<file path="config.mk">
export PLATFORM = sky130hd
export DESIGN_NAME = axis_frame_scheduler
export DESIGN_NICKNAME = d
export VERILOG_FILES = /design/src/rtl/axis_frame_scheduler.sv
export SDC_FILE = /design/constraint.sdc
export NUM_CORES = 1
export LEC_CHECK = 0
export BUFFER_PORTS_ARGS = -buffer_cell sky130_fd_sc_hd__buf_2
export CAP_MARGIN = 10
export CORE_MARGIN = 2
export CORE_UTILIZATION = 49
export DETAILED_ROUTE_END_ITERATION = 12
export GPL_ROUTABILITY_DRIVEN = 0
export PLACE_DENSITY = 0.72
export SLEW_MARGIN = 20
export SYNTH_ARGS = -nofsm -noshare
export SYNTH_HDL_FRONTEND = slang
export SYNTH_SLANG_ARGS = --single-unit
export TNS_END_PERCENT = 100
</file>
<file path="constraint.sdc">
create_clock -name M_AXIS_ACLK -period 4.5 [get_ports M_AXIS_ACLK]
set_input_delay 0.45 -clock M_AXIS_ACLK [delete_from_list [all_inputs] [get_ports M_AXIS_ACLK]]
set_output_delay 0.45 -clock M_AXIS_ACLK [all_outputs]
set_load 0.01 [all_outputs]
</file>
<file path="src/rtl/axis_frame_scheduler.sv">
// Shares one AXI4-Stream master between two frame sources: round-robin grants on frame
// boundaries, one frame start per token period, and TLAST forced at FRAME_LEN beats.
module axis_frame_scheduler #(
    parameter int unsigned C_M_AXIS_TDATA_WIDTH = 8,
    parameter int unsigned FRAME_LEN            = 4096,
    parameter int unsigned PERIOD               = 5900
) (
    input  logic                            M_AXIS_ACLK,
    input  logic                            M_AXIS_ARESET,
    input  logic                            START,

    input  logic                            S0_AXIS_TVALID,
    output logic                            S0_AXIS_TREADY,
    input  logic [C_M_AXIS_TDATA_WIDTH-1:0] S0_AXIS_TDATA,
    input  logic                            S0_AXIS_TLAST,

    input  logic                            S1_AXIS_TVALID,
    output logic                            S1_AXIS_TREADY,
    input  logic [C_M_AXIS_TDATA_WIDTH-1:0] S1_AXIS_TDATA,
    input  logic                            S1_AXIS_TLAST,

    output logic                            M_AXIS_TVALID,
    input  logic                            M_AXIS_TREADY,
    output logic [C_M_AXIS_TDATA_WIDTH-1:0] M_AXIS_TDATA,
    output logic [C_M_AXIS_TDATA_WIDTH-1:0] M_AXIS_TSTRB,
    output logic                            M_AXIS_TLAST,

    output logic [1:0]                      GRANT,
    output logic                            FRAME_DONE,
    output logic                            OVERRUN
);

    typedef enum logic [1:0] {StIdle, StArb, StXfer} state_e;

    localparam logic [31:0] TimerMax = 32'(PERIOD - 1);
    localparam logic [15:0] BeatMax  = 16'(FRAME_LEN - 1);

    state_e      state_q, state_d;
    logic [31:0] timer_q, timer_d;
    logic        token_q, token_d;
    logic [15:0] beat_q, beat_d;
    logic [1:0]  grant_q, grant_d;
    logic        last_s1_q, last_s1_d;
    logic        done_q, done_d;
    logic        overrun_q, overrun_d;

    logic                            tick;
    logic                            in_xfer;
    logic                            sel_s1;
    logic                            src_valid;
    logic [C_M_AXIS_TDATA_WIDTH-1:0] src_data;
    logic                            src_last;
    logic                            handshake;
    logic                            frame_end;
    logic                            any_valid;
    logic                            pick_s1;
    logic                            grant_now;

    assign tick    = START && (timer_q == TimerMax);
    assign in_xfer = (state_q == StXfer);
    assign sel_s1  = grant_q[1];

    // Granted-source pass-through; everything is forced to zero outside a frame.
    always_comb begin
        src_valid = sel_s1 ? S1_AXIS_TVALID : S0_AXIS_TVALID;
        src_data  = sel_s1 ? S1_AXIS_TDATA  : S0_AXIS_TDATA;
        src_last  = sel_s1 ? S1_AXIS_TLAST  : S0_AXIS_TLAST;

        M_AXIS_TVALID  = in_xfer && src_valid;
        M_AXIS_TDATA   = in_xfer ? src_data : '0;
        M_AXIS_TLAST   = in_xfer && (src_last || (beat_q == BeatMax));
        S0_AXIS_TREADY = in_xfer && !sel_s1 && M_AXIS_TREADY;
        S1_AXIS_TREADY = in_xfer && sel_s1 && M_AXIS_TREADY;
    end

    assign M_AXIS_TSTRB = '1;
    assign GRANT        = grant_q;
    assign FRAME_DONE   = done_q;
    assign OVERRUN      = overrun_q;

    assign handshake = M_AXIS_TVALID && M_AXIS_TREADY;
    assign frame_end = handshake && M_AXIS_TLAST;

    // S1 wins only when S0 is idle or S0 was the most recent owner.
    assign any_valid = S0_AXIS_TVALID || S1_AXIS_TVALID;
    assign pick_s1   = S1_AXIS_TVALID && (!S0_AXIS_TVALID || !last_s1_q);
    assign grant_now = (state_q == StArb) && START && token_q && any_valid;

    always_comb begin
        timer_d = 32'd0;
        if (START && !tick) begin
            timer_d = timer_q + 32'd1;
        end
    end

    // A grant consumes the pending token; a tick in the same cycle re-arms it.
    assign token_d   = START && (tick || (token_q && !grant_now));
    assign overrun_d = tick && token_q && !grant_now;

    always_comb begin
        state_d   = state_q;
        grant_d   = grant_q;
        beat_d    = beat_q;
        last_s1_d = last_s1_q;
        done_d    = 1'b0;

        unique case (state_q)
            StIdle: begin
                if (START) begin
                    state_d = StArb;
                end
            end
            StArb: begin
                if (!START) begin
                    state_d = StIdle;
                end else if (grant_now) begin
                    state_d = StXfer;
                    grant_d = pick_s1 ? 2'b10 : 2'b01;
                    beat_d  = 16'd0;
                end
            end
            StXfer: begin
                if (frame_end) begin
                    done_d    = 1'b1;
                    last_s1_d = sel_s1;
                    grant_d   = 2'b00;
                    beat_d    = 16'd0;
                    state_d   = START ? StArb : StIdle;
                end else if (handshake) begin
                    beat_d = beat_q + 16'd1;
                end
            end
            default: begin
                state_d = StIdle;
                grant_d = 2'b00;
            end
        endcase
    end

    always_ff @(posedge M_AXIS_ACLK or posedge M_AXIS_ARESET) begin
        if (M_AXIS_ARESET) begin
            state_q   <= StIdle;
            timer_q   <= 32'd0;
            token_q   <= 1'b0;
            beat_q    <= 16'd0;
            grant_q   <= 2'b00;
            last_s1_q <= 1'b1;
            done_q    <= 1'b0;
            overrun_q <= 1'b0;
        end else begin
            state_q   <= state_d;
            timer_q   <= timer_d;
            token_q   <= token_d;
            beat_q    <= beat_d;
            grant_q   <= grant_d;
            last_s1_q <= last_s1_d;
            done_q    <= done_d;
            overrun_q <= overrun_d;
        end
    end

endmodule

</file>
# Word level (Yosys, flattened, before mapping)
# Index checks and enable logic that the tools add are counted.
[word_totals]
ff_bits = 56
latchBits = 0
ram_bits = 0
mem_bits_ro = 0
word_cells = 77
n_memories = 0
[classes]
addsub = 2
multipliers = 0
div_mod_pow = 0
magnitude_cmp = 0
n_eq_ne = 10
n_shift = 0
n_mux = 23
bitwise = 1
reduce_logical = 33
[op_table]
columns = ["cell", "count"]
rows = [
  ["$mux W16", 4],
  ["$add A32 B1 Y32 const B", 1],
  ["$eq A32 B13 Y1 const B", 1],
  ["$mux W32", 1],
  ["$pmux W16 S2", 1],
  ["$logic_and A1 B1 Y1", 18],
  ["$add A16 B1 Y16 const B", 1],
  ["$eq A16 B12 Y1 const B", 1],
  ["$mux W2", 8],
  ["$mux W8", 2],
  ["$pmux W2 S3", 2],
  ["$reduce_and A4 Y1", 2],
  ["$ne A2 B2 Y1 const B", 3],
  ["$logic_not A1 Y1", 5],
  ["$mux W1", 5],
  ["$logic_or A1 B1 Y1", 4],
  ["$ne A3 B1 Y1 const B", 1],
  ["$ne A3 B3 Y1 const B", 1],
  ["$reduce_and A3 Y1", 1],
  ["$eq A2 B1 Y1 const B", 1],
  ["$eq A2 B2 Y1 const B", 1],
  ["$logic_not A2 Y1", 1],
  ["$ne A2 B1 Y1 const B", 1],
  ["$reduce_and A2 Y1", 1],
  ["2 further kinds", 2],
]

# Depth between registers and ports, before layout
[depth]
word_depth = 8
mapped_depth = 7
mapped_depth_nobuf = 5

# Worst setup path before layout
# OpenSTA, ideal clock, no wires.
[synth_timing]
kind = "register to register"
start = "register grant_q[1] (netlist: GRANT[1])"
end = "register beat_q[10]"
arrival_time_ns = 1.776
t_required_ns = 4.413
slack_ns = 2.636
stages_incl_launch_ff = 7
period_less_slack_ns = 1.864
path_cell_list = "dfrtp_1 -> buf_4 -> mux2i_2 -> a2bb2oi_2 -> buf_6 -> or4_4 -> a211oi_2"
[synth_between]
elab_chain_len = 6
[synth_lines]
columns = ["element", "line", "rtl"]
rows = [
  ["from (decl)", "42", "logic [1:0] grant_q, grant_d;"],
  ["from (signal assigned)", "155", "grant_q <= grant_d;"],
  ["$mux W1 (on tied branches)", "65, 67", ""],
  ["$logic_and A1 B1 Y1 / $logic_or A1 B1 Y1 (equally long branches)", "69, 71", ""],
  ["$logic_and A1 B1 Y1 (on tied branches)", "81, 71", ""],
  ["$logic_and A1 B1 Y1", "82", "assign frame_end = handshake && M_AXIS_TLAST;"],
  ["$ne A3 B1 Y1 (no source line) / $mux W16 (equally long branches)", "--", ""],
  ["$reduce_and A4 Y1 (no source line) / $pmux W16 S2 (equally long branches)", "--", ""],
  ["to (signal assigned)", "154", "beat_q <= beat_d;"],
  ["to (decl)", "41", "logic [15:0] beat_q, beat_d;"],
]
# Parallel ways exist; a longest one is shown, timed or not.
# A chain may end at the register's enable or synchronous reset.

# Final worst setup path
[layout_timing]
start = "register grant_q[1] (netlist: GRANT[1])"
end = "register beat_q[4]"
# Same word-level chain as after synthesis.

==> key figures <==
GRT
  • Vias in the first global route: 2,512
  • Largest net degree at the start of global routing: 57
  • Grt ovf: 0
  • GR Util met1: 29.3%
  • Initial antenna violation count: 0
  • All-Layer GR Usage: 19.8%
  • Global-route wire length before repair: 11,800 um
  • GRT met3 Usage: 2.98%
  • Most Crowded Layer GR: met2
  • Met2 Usage GRT: 30.0%

Timing
  • Setup TNS: 0 ns
  • Worst slew pin tran: 0.941 ns
  • Final worst slack: 2.05 ns
  • Clock period minus worst slack: 2.45 ns
  • Clk_skew: 0.0118 ns
  • Worst hold slack: 0.323 ns
  • Final Max Slew Viols: 0
  • Max Fclk: 408 MHz
  • Slew HR: 37.3%
  • Tcrit/Tclk final: 54.5%
  • RSZ-0062 raised after global routing: false
  • # setup viols final: 0
  • Final hold viol count: 0

Cells and area
  • Commonest non-fill, non-tap cell in the layout: dfrtp_1
  • Layout Cells excl Fill: 455
  • Layout filler cell count: 578
  • Commonest non-fill, non-tap cells in the layout: dfrtp_1 (55), buf_2 (39), nor2_1 (26), nand2_1 (25), nand4_1 (24)
  • N_diodes: 0
  • Layout cells sized above 1: 16.1%
  • Final Cell Area: 0.00354 mm^2
  • Final nets: 403
  • Area Overhead vs Synth: 8.14%

CTS
  • Post-cts sizing count: 0
  • CTS tree: yes
  • Clock Tree Buf Depth: 2
  • Root Buffer: clkbuf_8
  • Worst skew pair latency: 0.31 ns
  • Clk pin slew, worst setup/hold paths: 0.09 ns
  • H-tree levels: 2
  • Hold-fix buffers at CTS: 0
  • Clock Sinks: 56
  • Number of post-CTS setup repair buffers: 0
  • CTS Buf Count: 5

Placement
  • IO buf count: 39
  • Detailed Place HPWL: 4830 um
  • Pre-CTS setup slack: 2.06 ns
  • Placed inst area: 0.00346 mm^2
  • Placed Cells: 447

Floorplan
  • Die area: 0.00735 mm^2
  • IO Count: 48
  • Core area: 0.00642 mm^2
  • Starting Density: 51.0%
  • FP Rows: 29
  • Die height: 85.8 um
  • DIE WIDTH: 85.8 um

Logic synthesis
  • Async SR Flop Fraction: 100%
  • Post-synth EDFFs: 0
  • Post-synthesis sequential element count: 56
  • Synth warnings: 0
  • Register area share after synthesis: 42.8%
  • Mapped cell area: 0.00328 mm^2
  • Most common flop cell mapped by yosys: dfrtp_1
  • Syn_area_per_cell: 9.36 um^2
  • Syn Inst Count: 350
  • Yosys cell types: 47

Drt
  • Aggregate routed wire length: 7000 um
  • DR WL/cell: 15.4 um
  • Routed Antenna Nets: 0
  • Vias per Instance: 6.18
  • Vias: 2,813
  • Initial drt markers: 253
  • Residual DRC count: 2
  • Initial DRT Pass Iterations: 11

Power
  • Worst vdd ir: 0.143 mV
  • Pwr per Cell Area: 248 mW/mm^2
  • Leakage: 1.43 nW

Outcome
  • Failing checks: DRC
  • Status: complete, but fails checks

Worst setup path
  • R2R Path Start: GRANT[1]
  • Crit-path cells: mux2i_2 > a2bb2oi_2 > o21ai_0 > a211oi_1
  • Critical Path AT: 2.67 ns
  • CP Data Required Time: 4.71 ns
  • Crit-path max FO: 23
  • CP peak stage delay: 0.76 ns
  • CP startpoint: GRANT[1]
  • CP max stage cell: dfrtp_1
  • Type of destination of the critical path: flop
  • Kind of critical path: flop to flop
  • CP Launch Type: flop

Min path
  • Worst Hold Class: input port to asynchronous set/reset pin

Flow run
  • Maxcap violations: 0
==> sequential cells by signal, indices dropped and copies added, names as in the netlist <==
name,cells
state_q,2
beat_q,16
OVERRUN,1
last_s1_q,1
GRANT,2
FRAME_DONE,1
token_q,1
timer_q,32
==> worst max-delay path: cells and delay by family, from the launching register on <==
family	cells	cell delay [ns]
AO/OA/AOI/OAI	3	1.16
multiplexers	1	0.45
flip-flops	1	0.76
==> power breakdown <==
part / switching [mW] / internal, mW / leakage [nW]
clock: 0.156 / 0.111 / 0.0395
combinational: 0.0423 / 0.0365 / 0.621
sequential: 0.0189 / 0.512 / 0.767
==> per-layer routing <==
layer / routed length (um) / share of wire (%)
met5: 0 / 0
met4: 91 / 1.3
met3: 255 / 3.6
met2: 3220 / 46
met1: 3430 / 49
==> layout make-up <==
type	count	area, um^2	area share [%]
Multi-Input combinational cell	270	1740	49.2
Sequential cell	56	1400	39.6
Timing Repair Buffer	41	210	5.93
Tap cell	77	96.3	2.72
Clock buffer	8	80.1	2.26
Inverter	3	11.3	0.318
==> cells by family (layout without fill, tap and decap cells) <==
family | count (synthesis) | in the layout | synth area share, %
compound gates | 73 | 73 | 15.4
xor+xnor | 14 | 14 | 3.74
fa+ha+maj | 2 | 2 | 0.764
buf+inv | 31 | 52 | 5.16
flops | 56 | 56 | 42.8
mux | 11 | 11 | 3.51
other cells | 1 | 8 | 0.114
simple gates | 162 | 162 | 28.5
==> synth_stat cells, types with 2 or more instances <==
| cell type | instances | area [um^2] |
|---|---|---|
| o211ai_1 | 2 | 15.0 |
| or4_4 | 3 | 33.8 |
| and3_1 | 5 | 31.3 |
| nand2_1 | 25 | 93.8 |
| buf_2 | 9 | 45.0 |
| xnor2_1 | 4 | 35.0 |
| dfrtp_1 | 55 | 1380 |
| o31ai_1 | 21 | 158 |
| and2_1 | 5 | 31.3 |
| nor4bb_1 | 2 | 20.0 |
| and4_1 | 7 | 61.3 |
| mux2i_1 | 9 | 90.1 |
| o21ai_0 | 11 | 55.1 |
| a211oi_2 | 3 | 37.5 |
| o22ai_1 | 2 | 12.5 |
| ha_1 | 2 | 25.0 |
| or4_1 | 20 | 150 |
| nand3_1 | 16 | 80.1 |
| nor2b_1 | 3 | 18.8 |
| or3_1 | 8 | 50.1 |
| buf_4 | 9 | 67.6 |
| a211oi_1 | 8 | 60.1 |
| nor3_1 | 5 | 25.0 |
| nor2_1 | 26 | 97.6 |
| a21oi_1 | 20 | 100 |
| xor2_1 | 10 | 87.6 |
| nand4_1 | 24 | 150 |
| nand2b_1 | 2 | 12.5 |
| clkbuf_1 | 9 | 33.8 |
| inv_1 | 3 | 11.3 |
| nor4_1 | 6 | 37.5 |
==> metrics by stage <==
stage          total power, mW  utilization [%]
3_5_place_dp             0.621             53.9
2_1_floorplan            0.601                -
3_3_place_gp             0.619             53.9
6_report                 0.877             55.2
5_1_grt                  0.921             55.2
4_1_cts                  0.888             55.2
==> worst paths after layout <==
kind | endpoint | slack [ns] | cells after the start
min in group M_AXIS_ACLK | state_q[0] | 0.43 | 2
max in group asynchronous | token_q | 3.71 | 3
hold reg to reg | timer_q[0] | 0.49 | 1
setup reg to reg | beat_q[4] | 2.05 | 4
hold / removal | timer_q[17] | 0.32 | 3
setup / recovery | beat_q[4] | 2.05 | 4
Power figures use the tool's default switching activity.
